<file path="src/rtl/cpu_mem_pkg.sv">
// cpu_mem_pkg: shared encodings, FSM state type and RAM limit for the memory initiator
package cpu_mem_pkg;
  localparam logic [1:0] SIZE_BYTE = 2'd1;
  localparam logic [1:0] SIZE_WORD = 2'd2;
  localparam logic [15:0] ADDR_LIMIT_DEFAULT = 16'h0800;
  typedef enum logic [1:0] {IDLE, ISSUE, CAPTURE} state_t;
endpackage

</file>
<file path="src/rtl/mem_arbiter.sv">
// mem_arbiter: data-priority arbiter that yields to a pending fetch after a data grant
module mem_arbiter (
  input  logic if_req,
  input  logic d_req,
  input  logic last_d,
  output logic gnt_v,
  output logic gnt_d
);
  assign gnt_v = if_req | d_req;
  assign gnt_d = d_req & ~(last_d & if_req);
endmodule

</file>
<file path="src/rtl/mem_initiator.sv">
// mem_initiator: arbitrates fetch and data ports onto a single-port RAM with 3-cycle accesses
module mem_initiator
  import cpu_mem_pkg::*;
#(
  parameter logic [15:0] ADDR_LIMIT = ADDR_LIMIT_DEFAULT
) (
  input  logic        I_clk,
  input  logic        I_reset_n,
  input  logic        I_if_req,
  input  logic [15:0] I_if_addr,
  output logic        O_if_ack,
  output logic [15:0] O_if_data,
  output logic        O_if_err,
  input  logic        I_d_req,
  input  logic        I_d_write,
  input  logic [1:0]  I_d_size,
  input  logic        I_d_signed,
  input  logic [15:0] I_d_addr,
  input  logic [15:0] I_d_wdata,
  output logic        O_d_ack,
  output logic [15:0] O_d_rdata,
  output logic        O_d_err,
  output logic        O_ram_enable,
  output logic        O_ram_write,
  output logic [1:0]  O_ram_size,
  output logic [15:0] O_ram_addr,
  output logic [15:0] O_ram_data,
  input  logic [15:0] I_ram_data
);
  state_t state;
  logic last_d, cur_d, cur_err, cur_signed;
  logic gnt_v, gnt_d, d_bad, if_bad, req_err;
  logic [15:0] load_data;
  mem_arbiter u_arb (
    .if_req(I_if_req & ~O_if_ack),
    .d_req (I_d_req & ~O_d_ack),
    .last_d(last_d),
    .gnt_v (gnt_v),
    .gnt_d (gnt_d)
  );
  assign d_bad = (I_d_addr >= ADDR_LIMIT) || (I_d_size != SIZE_BYTE && I_d_size != SIZE_WORD);
  assign if_bad = I_if_addr >= ADDR_LIMIT;
  assign req_err = gnt_d ? d_bad : if_bad;
  assign load_data = (O_ram_size == SIZE_BYTE) ? {{8{cur_signed & I_ram_data[7]}}, I_ram_data[7:0]} : I_ram_data;
  // RAM-side registers keep the granted request's attributes for the capture step
  always_ff @(posedge I_clk or negedge I_reset_n) begin
    if (!I_reset_n) begin
      state        <= IDLE;
      last_d       <= 1'b0;
      cur_d        <= 1'b0;
      cur_err      <= 1'b0;
      cur_signed   <= 1'b0;
      O_if_ack     <= 1'b0;
      O_if_data    <= 16'h0;
      O_if_err     <= 1'b0;
      O_d_ack      <= 1'b0;
      O_d_rdata    <= 16'h0;
      O_d_err      <= 1'b0;
      O_ram_enable <= 1'b0;
      O_ram_write  <= 1'b0;
      O_ram_size   <= 2'd0;
      O_ram_addr   <= 16'h0;
      O_ram_data   <= 16'h0;
    end else begin
      O_if_ack <= 1'b0;
      O_if_err <= 1'b0;
      O_d_ack  <= 1'b0;
      O_d_err  <= 1'b0;
      case (state)
        IDLE: if (gnt_v) begin
          cur_d        <= gnt_d;
          last_d       <= gnt_d;
          cur_err      <= req_err;
          cur_signed   <= I_d_signed;
          O_ram_enable <= ~req_err;
          O_ram_write  <= gnt_d & I_d_write;
          O_ram_size   <= gnt_d ? I_d_size : SIZE_WORD;
          O_ram_addr   <= gnt_d ? I_d_addr : I_if_addr;
          O_ram_data   <= gnt_d ? I_d_wdata : 16'h0;
          state        <= ISSUE;
        end
        ISSUE: begin
          O_ram_enable <= 1'b0;
          state        <= CAPTURE;
        end
        CAPTURE: begin
          if (cur_d) begin
            O_d_ack <= 1'b1;
            O_d_err <= cur_err;
            if (cur_err) O_d_rdata <= 16'h0;
            else if (!O_ram_write) O_d_rdata <= load_data;
          end else begin
            O_if_ack  <= 1'b1;
            O_if_err  <= cur_err;
            O_if_data <= cur_err ? 16'h0 : I_ram_data;
          end
          state <= IDLE;
        end
        default: state <= IDLE;
      endcase
    end
  end
endmodule

</file>
<file path="config.mk">
export PLATFORM = sky130hd
export DESIGN_NAME = mem_initiator
export DESIGN_NICKNAME = d
export VERILOG_FILES = /design/src/rtl/cpu_mem_pkg.sv /design/src/rtl/mem_arbiter.sv /design/src/rtl/mem_initiator.sv
export SDC_FILE = /design/constraint.sdc
export NUM_CORES = 1
export LEC_CHECK = 0
export ABC_AREA = 1
export BUFFER_PORTS_ARGS = -buffer_cell sky130_fd_sc_hd__buf_2
export CORE_MARGIN = 4
export CORE_UTILIZATION = 43
export CTS_CLUSTER_SIZE = 25
export DETAILED_ROUTE_END_ITERATION = 6
export PLACE_DENSITY = 0.84
export SYNTH_ARGS = -nofsm -noshare
export SYNTH_HDL_FRONTEND = slang
export SYNTH_HIERARCHICAL = 1
export SYNTH_SLANG_ARGS = --single-unit
</file>
<file path="constraint.sdc">
create_clock -name I_clk -period 1.58 [get_ports I_clk]
set_clock_uncertainty 0.2 [all_clocks]
set_input_delay 0.237 -clock I_clk [delete_from_list [all_inputs] [get_ports I_clk]]
set_output_delay 0.237 -clock I_clk [all_outputs]
set_load 0.05 [all_outputs]
</file>
=== Word level (Yosys, flattened, before mapping) ===
Index checks and enable logic that the tools add are counted.

* Register bits: 77
* Input port bits: 72
* Word-level logic and storage cells: 64

* Magnitude comparators: 2
* Equal/unequal tests: 7
* Muxes and demuxes: 20
* Bitwise operators: 12
* Reductions and logical operators: 8

{| class="wikitable"
|+ Operators with widths
! kind !! count
|-
| 2-to-1 mux 16 bit || 6
|-
| greater-or-equal comparator 16 x 12 -> 1 bit (second input constant) || 2
|-
| 2-to-1 mux 1 bit || 10
|-
| bitwise AND 1 bit || 6
|-
| AND reduction 2 bit || 3
|-
| NOT 1 bit || 5
|-
| == test 2 x 1 -> 1 bit (second input constant) || 2
|-
| 2-to-1 mux 2 bit || 2
|-
| inequality test 2 x 1 -> 1 bit (second input constant) || 2
|-
| inequality test 2 bit (second input constant) || 2
|-
| case mux 2 bit (2 select lines) || 1
|-
| AND reduction 3 bit || 1
|-
| == test 2 bit (second input constant) || 1
|-
| logical NOT 2 bit || 1
|-
| case mux 1 bit (2 select lines) || 1
|-
| nonzero test 2 bit || 1
|-
| logical AND 1 bit || 1
|-
| logical OR 1 bit || 1
|-
| bitwise OR 1 bit || 1
|}

=== Longest topological paths before layout ===
Gate-level depths: netlist (run 1).

* Depth after elaboration: 9
* Gate-level depth with buffers: 10
* Depth with buffers taken out: 9

=== Cells and area by module ===
The synthesis (run 1) kept the hierarchy.

{| class="wikitable"
|+ Modules (own cells, without submodules)
! module !! times used !! cells an instance !! area each (sq um) !! sequential area each (sq um)
|-
| mem_initiator || 1 || 381 || 3320.7 || 1926.8
|-
| mem_arbiter || 1 || 3 || 15.0 || 0.0
|}

=== Worst setup path after synthesis (run 1) ===
No wires, ideal clock.

* Path type: register to register
* From: register O_d_ack
* To: register O_ram_addr[1]
* Data arrival time: 1510 ps
* Required time: 1285 ps
* Path slack: -226 ps
* Stages on the path, launching flop included: 7
* Period minus slack after synthesis: 1806 ps
* Path through: dfrtp_1 > nor2_1 > or2_1 > nand3_2 > clkbuf_1 > nand2_1 > o31ai_1

* Longest elaborated chain between the ends: 4
* Elaborated cells on any way between the ends: 6

{| class="wikitable"
|+ Ends and longest elaborated chain
! item !! line !! text
|-
| start: declaration || mem_initiator.sv:20 || <nowiki>output logic O_d_ack,</nowiki>
|-
| start signal: assignment || mem_initiator.sv:56 || <nowiki>O_d_ack <= 1'b0;</nowiki>
|-
| start signal: assignment || mem_initiator.sv:67 || <nowiki>O_d_ack <= 1'b0;</nowiki>
|-
| start signal: assignment || mem_initiator.sv:88 || <nowiki>O_d_ack <= 1'b1;</nowiki>
|-
| NOT 1 bit || mem_initiator.sv:36 || <nowiki>.d_req (I_d_req & ~O_d_ack),</nowiki>
|-
| bitwise AND 1 bit || mem_initiator.sv:36 ||
|-
| bitwise OR 1 bit || mem_arbiter.sv:9 || <nowiki>assign gnt_v = if_req | d_req;</nowiki>
|-
| named net gnt_v || mem_initiator.sv:32 || <nowiki>logic gnt_v, gnt_d, d_bad, if_bad, req_err;</nowiki>
|-
| AND reduction 2 bit (no line) || - ||
|-
| end signal: assignment || mem_initiator.sv:78 || <nowiki>O_ram_addr <= gnt_d ? I_d_addr : I_if_addr;</nowiki>
|-
| end: declaration || mem_initiator.sv:26 || <nowiki>output logic [15:0] O_ram_addr,</nowiki>
|}

The timed path passes the listed nets, and every way through them passes these cells.
A chain may end at the register's enable or synchronous reset.

=== Worst setup path after layout (run 1) ===
* From: register O_d_ack
* To: register O_ram_data[13]

* Longest elaborated chain between the ends: 4
* Elaborated cells on any way between the ends: 6

{| class="wikitable"
|+ Ends and longest elaborated chain
! item !! line !! text
|-
| NOT 1 bit || mem_initiator.sv:36 ||
|-
| bitwise AND 1 bit || mem_initiator.sv:36 ||
|-
| bitwise AND 1 bit || mem_arbiter.sv:10 || <nowiki>assign gnt_d = d_req & ~(last_d & if_req);</nowiki>
|-
| named net gnt_d || mem_initiator.sv:32 ||
|-
| 2-to-1 mux 16 bit || mem_initiator.sv:79 || <nowiki>O_ram_data <= gnt_d ? I_d_wdata : 16'h0;</nowiki>
|-
| end signal: assignment || mem_initiator.sv:79 ||
|-
| end: declaration || mem_initiator.sv:27 || <nowiki>output logic [15:0] O_ram_data,</nowiki>
|}

The timed path passes the listed nets, and every way through them passes these cells.

==> results of run 1 <==
final cells by class:
class	count	area share, %
sequential	77	36.6
timing repair buffer	213	28.4
multi-input combinational	259	25.3
clock inverter	6	2.56
clock buffer	10	2.42
inverter	31	2.35
tap	99	2.35
synthesized netlist by cell type:
master    number  share of area (%)
nor2_4         3                1.0
nor3_1         2               0.30
o21ai_2        1               0.26
nor2_8         1               0.60
buf_2          9                1.4
o21a_1         9                2.0
dfrtp_1       77                 58
nand3_1       12                1.8
a21oi_1        1               0.15
nand2_2        2               0.38
a22oi_1        1               0.23
nand3_2        1               0.30
inv_2          5               0.56
clkbuf_1       2               0.23
inv_1         25                2.8
o31ai_1       14                3.2
buf_4          3               0.68
inv_4          1               0.19
nand2_1      139                 16
o21ai_0       18                2.7
o21ai_1        6               0.90
or2_1          1               0.19
o21ai_4        1               0.49
buf_6          3                1.0
nor2_1        47                5.3
worst register-to-register path, stage by stage, from the launching register on:
cell and delay [ps]:
dfrtp_2 430, nor2_4 90, inv_2 50, a21oi_4 140
buf_12 140, inv_8 50, nor2_4 180, buf_6 180
nand2_2 60, nand2_1 50
per-stage QoR:
stage,instances,util (%),setup WS [ps],setup TNS [ps],hold WS (ps)
after floorplan,384,-,-97.1,-2060,-259
after global placement,628,57.8,-107,-2220,88.7
final,695,71.2,-61.9,-758,9.99
after detailed placement,628,57.8,-190,-3760,91.8
after global routing,695,71.2,-143,-3850,9.96
after CTS,693,70.1,-50.7,-790,0.170
cell usage in the layout (no fill, tap or decap), types with 12 or more instances in the layout:
cell and instances:
o21ai_0 15, nand2_1 125, nand2_2 15, dfrtp_1 74, dlygate4sd3_1 45, buf_2 142
nor2_1 36, nand3_1 12, inv_1 24, buf_4 12
logic make-up (layout without fill, tap and decap cells):
| family | count (synthesis) | after routing |
|---|---|---|
| AND/OR/NAND/NOR | 208 | 208 |
| flip-flops | 77 | 77 |
| AO/OA/AOI/OAI | 51 | 51 |
| buffers and inverters | 48 | 260 |
sequential cells by signal, summed over array words and instances, names as in the netlist, 2 cells and up:
register,count
O_d_rdata,16
O_if_data,16
O_ram_addr,16
O_ram_data,16
O_ram_size,2
state,2
metal layers:
metal,track usage (%),wire length [um],vias up
met5,0,0,-
met4,10.7,307,0
met3,4.93,745,26
met2,40.5,5420,150
met1,28.3,3990,1558
li1,-,-,1612
worst min-delay path by stage:
stage,cells after the start,start,to,slack [ps]
floorplan,0,I_reset_n,O_d_ack$_DFF_PN0_,-260
global placement,2,I_reset_n,O_d_rdata[10]$_DFFE_PN0P_,90
detailed placement,2,I_reset_n,O_d_rdata[11]$_DFFE_PN0P_,90
CTS,3,I_if_addr[5],O_ram_addr[5]$_DFFE_PN0P_,0.2
global route,3,I_d_addr[10],O_ram_addr[10]$_DFFE_PN0P_,10
finish,3,I_if_addr[12],O_ram_addr[12]$_DFFE_PN0P_,10
timing repair:
action	CTS	global route
hold buffers	44	1
hold endpoints to repair	110	1
setup endpoints to repair	38	43
gates resized for setup	39	19
setup buffers	3	1
gates cloned	3	0
pin swaps	17	12
power by group through the flow:
| stage | Combinational, mW | Sequential, mW | Clock, mW |
|---|---|---|---|
| 6_report | 7.29 | 3.48 | 1.92 |
| 3_3_place_gp | 6.59 | 3.45 | 0 |
| 4_1_cts | 7.14 | 3.47 | 1.95 |
| 3_5_place_dp | 6.74 | 3.47 | 0 |
| 2_1_floorplan | 1.91 | 6.43 | 0 |
| 5_1_grt | 7.75 | 3.58 | 2.04 |
==> results.toml, run 1 <==
[global_route]
antenna_found_initial = 0
globalRouteOverflowTotal = 0
grt_pass1_wl_mm = 16.5
globalRouteTotalUtil_pct = 23.6
grt_pass1_vias = 3450
grt_max_degree = 78

[clocking]
clk_pin_slew_ps = 80
cts_root_buffer = "clkbuf_8"
clk_latency_ps = 330
h-tree-depth = 3
clockBufferDepth = 2
cts_tree = "done"
cts_sinks = 77
cts_buffers = 9

[synthesis]
ys_types = 25
synth_seq_area_share_pct = 57.8
synth-simple-area-share_pct = 25.5
synthCells = 384
syn_nets = 456
yosys_warnings = 6
synth_adder_area_share_pct = 0
synth_compound_area_share_pct = 9.90
synth_xor_area_share_pct = 0
synth_seq_cells = 77
synth_mux_area_share_pct = 0
syn_area_um2 = 3340
synth_top_family_by_area = "simple AND/OR/NAND/NOR gates"
synth_area_per_cell_um2 = 8.69

[floorplan]
initial_utilization_pct = 45.0
num_rows = 31
die_width_um = 96.1
core-area_um2 = 7410
die-area_um2 = 9230
ioPinCount = 144
die_h_um = 96.1

[routing]
ant_nets = 0
drt_iter0_markers = 88
wl_mm = 10.5
viasPerCell = 4.81
wl_per_cell_um = 15.1
drc_errors = 0
first_pass_iters = 4
dr_total_vias = 3346

[place]
port_buffers = 143
hpwl_mm = 6.75
finalWeightedCongestion = 0.786
dpl-instance-area_um2 = 4280

[worst_setup_path]
reg2reg_slack_ps = -60
required_ps = 1660
path_class = "reg2reg"
r2r-end = "O_ram_data[13]$_DFFE_PN0P_"
critPathTopFamily = "flip-flops"
rr_worst_depth = 9
crit_chain = "nor2_4 > inv_2 > a21oi_4 > buf_12 > inv_8 > nor2_4 > buf_6 > nand2_2 > nand2_1"
startpoint_type = "register"
crit_start = "O_d_ack$_DFF_PN0_"
cp_num_cells = 9
crit_top_cell = "nor2_4"
arrival_ps = 1720
crit_fanout = 6
critPathBufInv = 4
crit_path_end_kind = "register"
max_stage_delay_ps = 430
crit_path_end = "O_ram_data[13]$_DFFE_PN0P_"
critPathSlowestCell = "dfrtp_2"
reg2reg_from = "O_d_ack$_DFF_PN0_"

[sta]
timing.final.crit_share_pct = 104
slew_violations = 0
rsz0062_at_grt = "true"
max_slew_margin_pct = 67.3
finalSetupViolations = 24
tightest_slew_ps = 488
layout_setup_ws_ps = -61.9
timing.fmax_mhz = 609
final_hold_viol_count = 0
final.min_clock_period_ps = 1640

[worst_hold_path]
hp-class = "in2reg"

[power_and_ir_drop]
switching_power_mw = 6.53
seq_power_share_pct = 27.4
combPwrFrac_pct = 57.4
p_clk_share_pct = 15.1
p_per_area_nw_per_um2 = 2410
total_power_mw = 12.7
ir_drop_uv = 1300
power.static_leakage_nw = 2.88
p_sw_share_pct = 51.5
internal-power_mw = 6.15

[layout]
n_antenna_cell = 0
num-fill-cells = 559
multi_input_area_um2 = 1340
area_growth_pct = 58.1
regArea_um2 = 1930
nNetsFinal = 663
drive_above_1_share_pct = 39.9
fin_area_um2 = 5280

[outcome]
status = "finished, violations left"
violations = "setup timing"

[run]
drv_cap = 0
(Power assumes the default switching activity.)
==> run 2, diff against run 1 <==
--- a/config.mk
+++ b/config.mk
@@ -11,6 +11,7 @@
 export CORE_UTILIZATION = 43
 export CTS_CLUSTER_SIZE = 25
 export DETAILED_ROUTE_END_ITERATION = 6
+export GPL_TIMING_DRIVEN = 0
 export PLACE_DENSITY = 0.84
 export SYNTH_ARGS = -nofsm -noshare
 export SYNTH_HDL_FRONTEND = slang
==> results.toml, run 2 (synthesis results as in run 1) <==
[outcome]
status = "finished, violations left"
violations = "setup timing"

[routing]
wl_per_cell_um = 14.4
drt_iter0_markers = 127
ant_nets = 0
wl_mm = 9.95
drc_errors = 0
viasPerCell = 4.87
first_pass_iters = 5
dr_total_vias = 3368

[global_route]
globalRouteOverflowTotal = 0
grt_pass1_wl_mm = 16.1
grt_max_degree = 48
globalRouteTotalUtil_pct = 22.6
antenna_found_initial = 0
grt_pass1_vias = 3430

[layout]
num-fill-cells = 605
final_common_cell = "buf_2"
drive_above_1_share_pct = 38.1
area_growth_pct = 51.4
final_util_pct = 68.2
layout_common_cells = "buf_2, nand2_1, dfrtp_1, nor2_1, dlygate4sd3_1"
regArea_um2 = 1930
finalNonFillerCells = 692
nNetsFinal = 660
multi_input_area_um2 = 1270
n_antenna_cell = 0

[sta]
max_slew_margin_pct = 72.2
timing.fmax_mhz = 624
rsz0062_at_grt = "true"
tightest_slew_ps = 417
final_hold_viol_count = 0
layout_setup_ws_ps = -22.6
finalSetupViolations = 7
whs_ps = 12.9
slew_violations = 0
final.min_clock_period_ps = 1600
timing.final.crit_share_pct = 101

[clocking]
cts_sinks = 77
clk_pin_slew_ps = 80
h-tree-depth = 3
clk_latency_ps = 340
cts_root_buffer = "clkbuf_8"
clockBufferDepth = 2
cts_tree = "done"
cts_buffers = 9

[power_and_ir_drop]
p_clk_share_pct = 14.5
combPwrFrac_pct = 57.3
p_per_area_nw_per_um2 = 2410
internal-power_mw = 5.74
ir_drop_uv = 1340
power.static_leakage_nw = 2.81
switching_power_mw = 6.43
seq_power_share_pct = 28.1
p_sw_share_pct = 52.9

[worst_setup_path]
reg2reg_from = "O_d_ack$_DFF_PN0_"
path_class = "reg2reg"
startpoint_type = "register"
crit_fanout = 6
crit_path_end_kind = "register"
required_ps = 1660
r2r-end = "O_ram_data[14]$_DFFE_PN0P_"
rr_worst_depth = 9
arrival_ps = 1680
reg2reg_slack_ps = -20

[place]
pre_cts_ws_ps = -242
port_buffers = 143
hpwl_mm = 6.68
finalWeightedCongestion = 0.729
placed_cells = 627

[floorplan]
die-area_um2 = 9230
ioPinCount = 144
die_h_um = 96.1
core-area_um2 = 7410
die_width_um = 96.1
initial_utilization_pct = 45.0
num_rows = 31

[worst_hold_path]
hp-start = "I_ram_data[0]"
hp-class = "in2reg"
hold_path_end = "O_d_rdata[0]$_DFFE_PN0P_"
hold_depth = 5

[run]
drv_cap = 0
[run 2: cell type report]
type                    instances  area share (%)
multi-input cells             259            25.2
repair buffers                193            24.2
clock buffers                  10            2.53
well taps                      99            2.45
plain buffers                  17            2.73
flip-flops and latches         77            38.2
inverters                      31            2.40
clock inverters                 6            2.21
[run 2: worst max-delay path, cell delays in order (launching register included)]
cell     delay [ps]
dfrtp_2         430
nor2_4          100
inv_2            40
a21oi_2         110
buf_6           150
inv_6            40
nor2_4          180
buf_6           180
nand2_2          60
nand2_1          60
[run 2: power by group through the flow]
stage | Clock [mW] | Combinational (mW) | Sequential, mW
3_3_place_gp | 0 | 6.46 | 3.39
4_1_cts | 1.81 | 6.87 | 3.40
5_1_grt | 1.90 | 7.43 | 3.53
2_1_floorplan | 0 | 1.91 | 6.43
6_report | 1.77 | 6.98 | 3.42
3_5_place_dp | 0 | 6.60 | 3.42
[run 2: routing by layer]
layer	global-route usage [%]	share of wire, %	up-vias
met2	39.3	51	151
met1	26.8	39	1578
met3	5.86	8.3	25
met4	8.41	2.3	0
li1	-	-	1614
met5	0	0	-
[run 2: what timing repair did]
| action | in CTS | in global routing |
|---|---|---|
| hold endpoints to repair | 66 | 1 |
| buffers inserted | 6 | 0 |
| pin swaps | 7 | 18 |
| cloned | 1 | 0 |
| setup endpoints to repair | 39 | 38 |
| hold buffers | 41 | 1 |
| gates resized for setup | 25 | 17 |
[run 2: through the flow]
step                      cell area, um^2  TNS [ps]  power [mW]
after floorplan                      3340     -2060        8.34
after global placement               4180    -37540        9.84
after detailed placement             4210     -5610        10.0
after CTS                            4980     -1200        12.1
after global routing                 5050     -1750        12.9
final                                5050     -87.0        12.2
[run 2: worst max path at each step]
stage,slack (ps),endpoint,cells after the start,start
floorplan,-100,O_ram_data[10]$_DFFE_PN0P_,9,O_d_ack$_DFF_PN0_
global placement,-560,O_if_ack$_DFF_PN0_,1,I_reset_n
detailed placement,-240,O_ram_data[1]$_DFFE_PN0P_,7,O_if_ack$_DFF_PN0_
CTS,-70,O_ram_addr[15]$_DFFE_PN0P_,9,O_d_ack$_DFF_PN0_
global route,-100,O_ram_addr[15]$_DFFE_PN0P_,9,O_d_ack$_DFF_PN0_
finish,-20,O_ram_data[14]$_DFFE_PN0P_,9,O_d_ack$_DFF_PN0_
==> run 3, diff against run 2 <==
--- a/config.mk
+++ b/config.mk
@@ -17,3 +17,4 @@
 export SYNTH_HDL_FRONTEND = slang
 export SYNTH_HIERARCHICAL = 1
 export SYNTH_SLANG_ARGS = --single-unit
+export TNS_END_PERCENT = 50
==> results.toml, run 3 (synthesis results as in run 1) <==
[floorplan]
die-area_um2 = 9230
core-area_um2 = 7410
num_rows = 31
die_h_um = 96.1
initial_utilization_pct = 45.0
die_width_um = 96.1
ioPinCount = 144

[clocking]
cts_buffers = 9
cts_sinks = 77
clk_pin_slew_ps = 80
h-tree-depth = 3
clockBufferDepth = 2
cts_root_buffer = "clkbuf_8"
cts_tree = "done"
clk_latency_ps = 340

[layout]
n_antenna_cell = 0
nNetsFinal = 662
final_common_cell = "buf_2"
finalNonFillerCells = 694
area_growth_pct = 52.8
layout_common_cells = "buf_2, nand2_1, dfrtp_1, dlygate4sd3_1, nor2_1"
fin_area_um2 = 5100
drive_above_1_share_pct = 38.3

[global_route]
antenna_found_initial = 0
grt_pass1_vias = 3550
globalRouteOverflowTotal = 0
grt_max_degree = 48
globalRouteTotalUtil_pct = 22.8
grt_pass1_wl_mm = 16.1

[outcome]
status = "finished, violations left"
violations = "setup timing"

[power_and_ir_drop]
total_power_mw = 12.2
ir_drop_uv = 1660
p_per_area_nw_per_um2 = 2400
power.static_leakage_nw = 2.85

[place]
hpwl_mm = 6.75
port_buffers = 143
dpl-instance-area_um2 = 4210
finalWeightedCongestion = 0.739
placed_cells = 627
pre_cts_ws_ps = -245

[routing]
dr_total_vias = 3393
ant_nets = 0
viasPerCell = 4.89
drc_errors = 0
wl_per_cell_um = 14.8
drt_iter0_markers = 119
first_pass_iters = 4
wl_mm = 10.3

[worst_setup_path]
reg2reg_slack_ps = -130
required_ps = 1600
reg2reg_from = "O_d_ack$_DFF_PN0_"
path_class = "reg2reg"
crit_fanout = 10
startpoint_type = "register"
crit_path_end_kind = "register"
r2r-end = "O_ram_addr[13]$_DFFE_PN0P_"
rr_worst_depth = 7
arrival_ps = 1730

[worst_hold_path]
hold_path_end = "O_ram_addr[11]$_DFFE_PN0P_"
hp-start = "I_if_addr[11]"
hp-class = "in2reg"
hold_depth = 3

[sta]
tightest_slew_ps = 414
final_hold_viol_count = 0
whs_ps = 17.2
slew_violations = 0
timing.final.crit_share_pct = 108
timing.fmax_mhz = 586
max_slew_margin_pct = 72.4
finalSetupViolations = 25
rsz0062_at_grt = "true"
final.min_clock_period_ps = 1710
layout_setup_ws_ps = -125

[run]
drv_cap = 0
-- run 3: changes by cell type in the layout (fill, tap and decap cells not counted), moves of 2 or more --
cell,before,now
nor2_2,2,4
o31ai_2,5,3
nand2_4,0,5
buf_6,9,6
o31ai_1,9,11
nand2_1,128,123
dlygate4sd3_1,42,44
nor2_1,43,41
o21ai_2,3,1
buf_2,149,147
buf_4,7,10
-- run 3: where the power goes --
part           internal, mW  switching [mW]
Combinational          1.77            5.25
Sequential             2.91           0.522
Clock                  1.05           0.716
Total                  5.73            6.49
-- run 3: stage by stage --
step                util (%)  setup TNS [ps]
global placement        56.4          -35760
floorplan                  -           -2500
global route            68.8           -3990
detailed placement      56.8           -5500
CTS                     67.2           -2050
finish                  68.8           -1010
-- run 3: layout make-up --
class / count / area [um^2]
buffer: 17 / 130
sequential: 77 / 1930
timing repair buffer: 195 / 1250
tap: 99 / 124
fill: 576 / 2310
inverter: 31 / 121
multi-input combinational: 259 / 1300
clock inverter: 6 / 111
clock buffer: 10 / 128
-- run 3: worst max-delay path, cell delays in order, from the launching register on --
cell	delay, ps
dfrtp_2	430
nor2_4	100
inv_2	40
a21oi_2	110
buf_6	150
buf_4	180
nor2_1	80
o31ai_1	310
-- run 3: repair_timing --
item | in CTS | in global routing
hold buffers | 43 | 1
endpoints found under the setup margin | 39 | 44
endpoints found under the hold margin | 66 | 1
pin swaps | 5 | 17
buffers inserted | 6 | 0
cloned | 0 | 1
gates resized for setup | 11 | 36
-- run 3: how the worst max path moves through the flow --
stage | startpoint | to | cells past startpoint
2_1_floorplan | O_d_ack$_DFF_PN0_ | O_ram_data[10]$_DFFE_PN0P_ | 9
3_3_place_gp | I_reset_n | O_if_ack$_DFF_PN0_ | 1
3_5_place_dp | O_if_ack$_DFF_PN0_ | O_ram_addr[15]$_DFFE_PN0P_ | 7
4_1_cts | O_d_ack$_DFF_PN0_ | O_ram_addr[15]$_DFFE_PN0P_ | 9
5_1_grt | O_d_ack$_DFF_PN0_ | O_ram_addr[13]$_DFFE_PN0P_ | 7
6_report | O_d_ack$_DFF_PN0_ | O_ram_addr[13]$_DFFE_PN0P_ | 7
-- run 3: layer usage --
metal,routed length (um),up-vias,GRT usage [%]
met5,0,-,0
met4,229,0,9.95
met3,750,28,5.55
met2,5210,151,39.8
met1,4110,1601,26.4
li1,-,1613,-
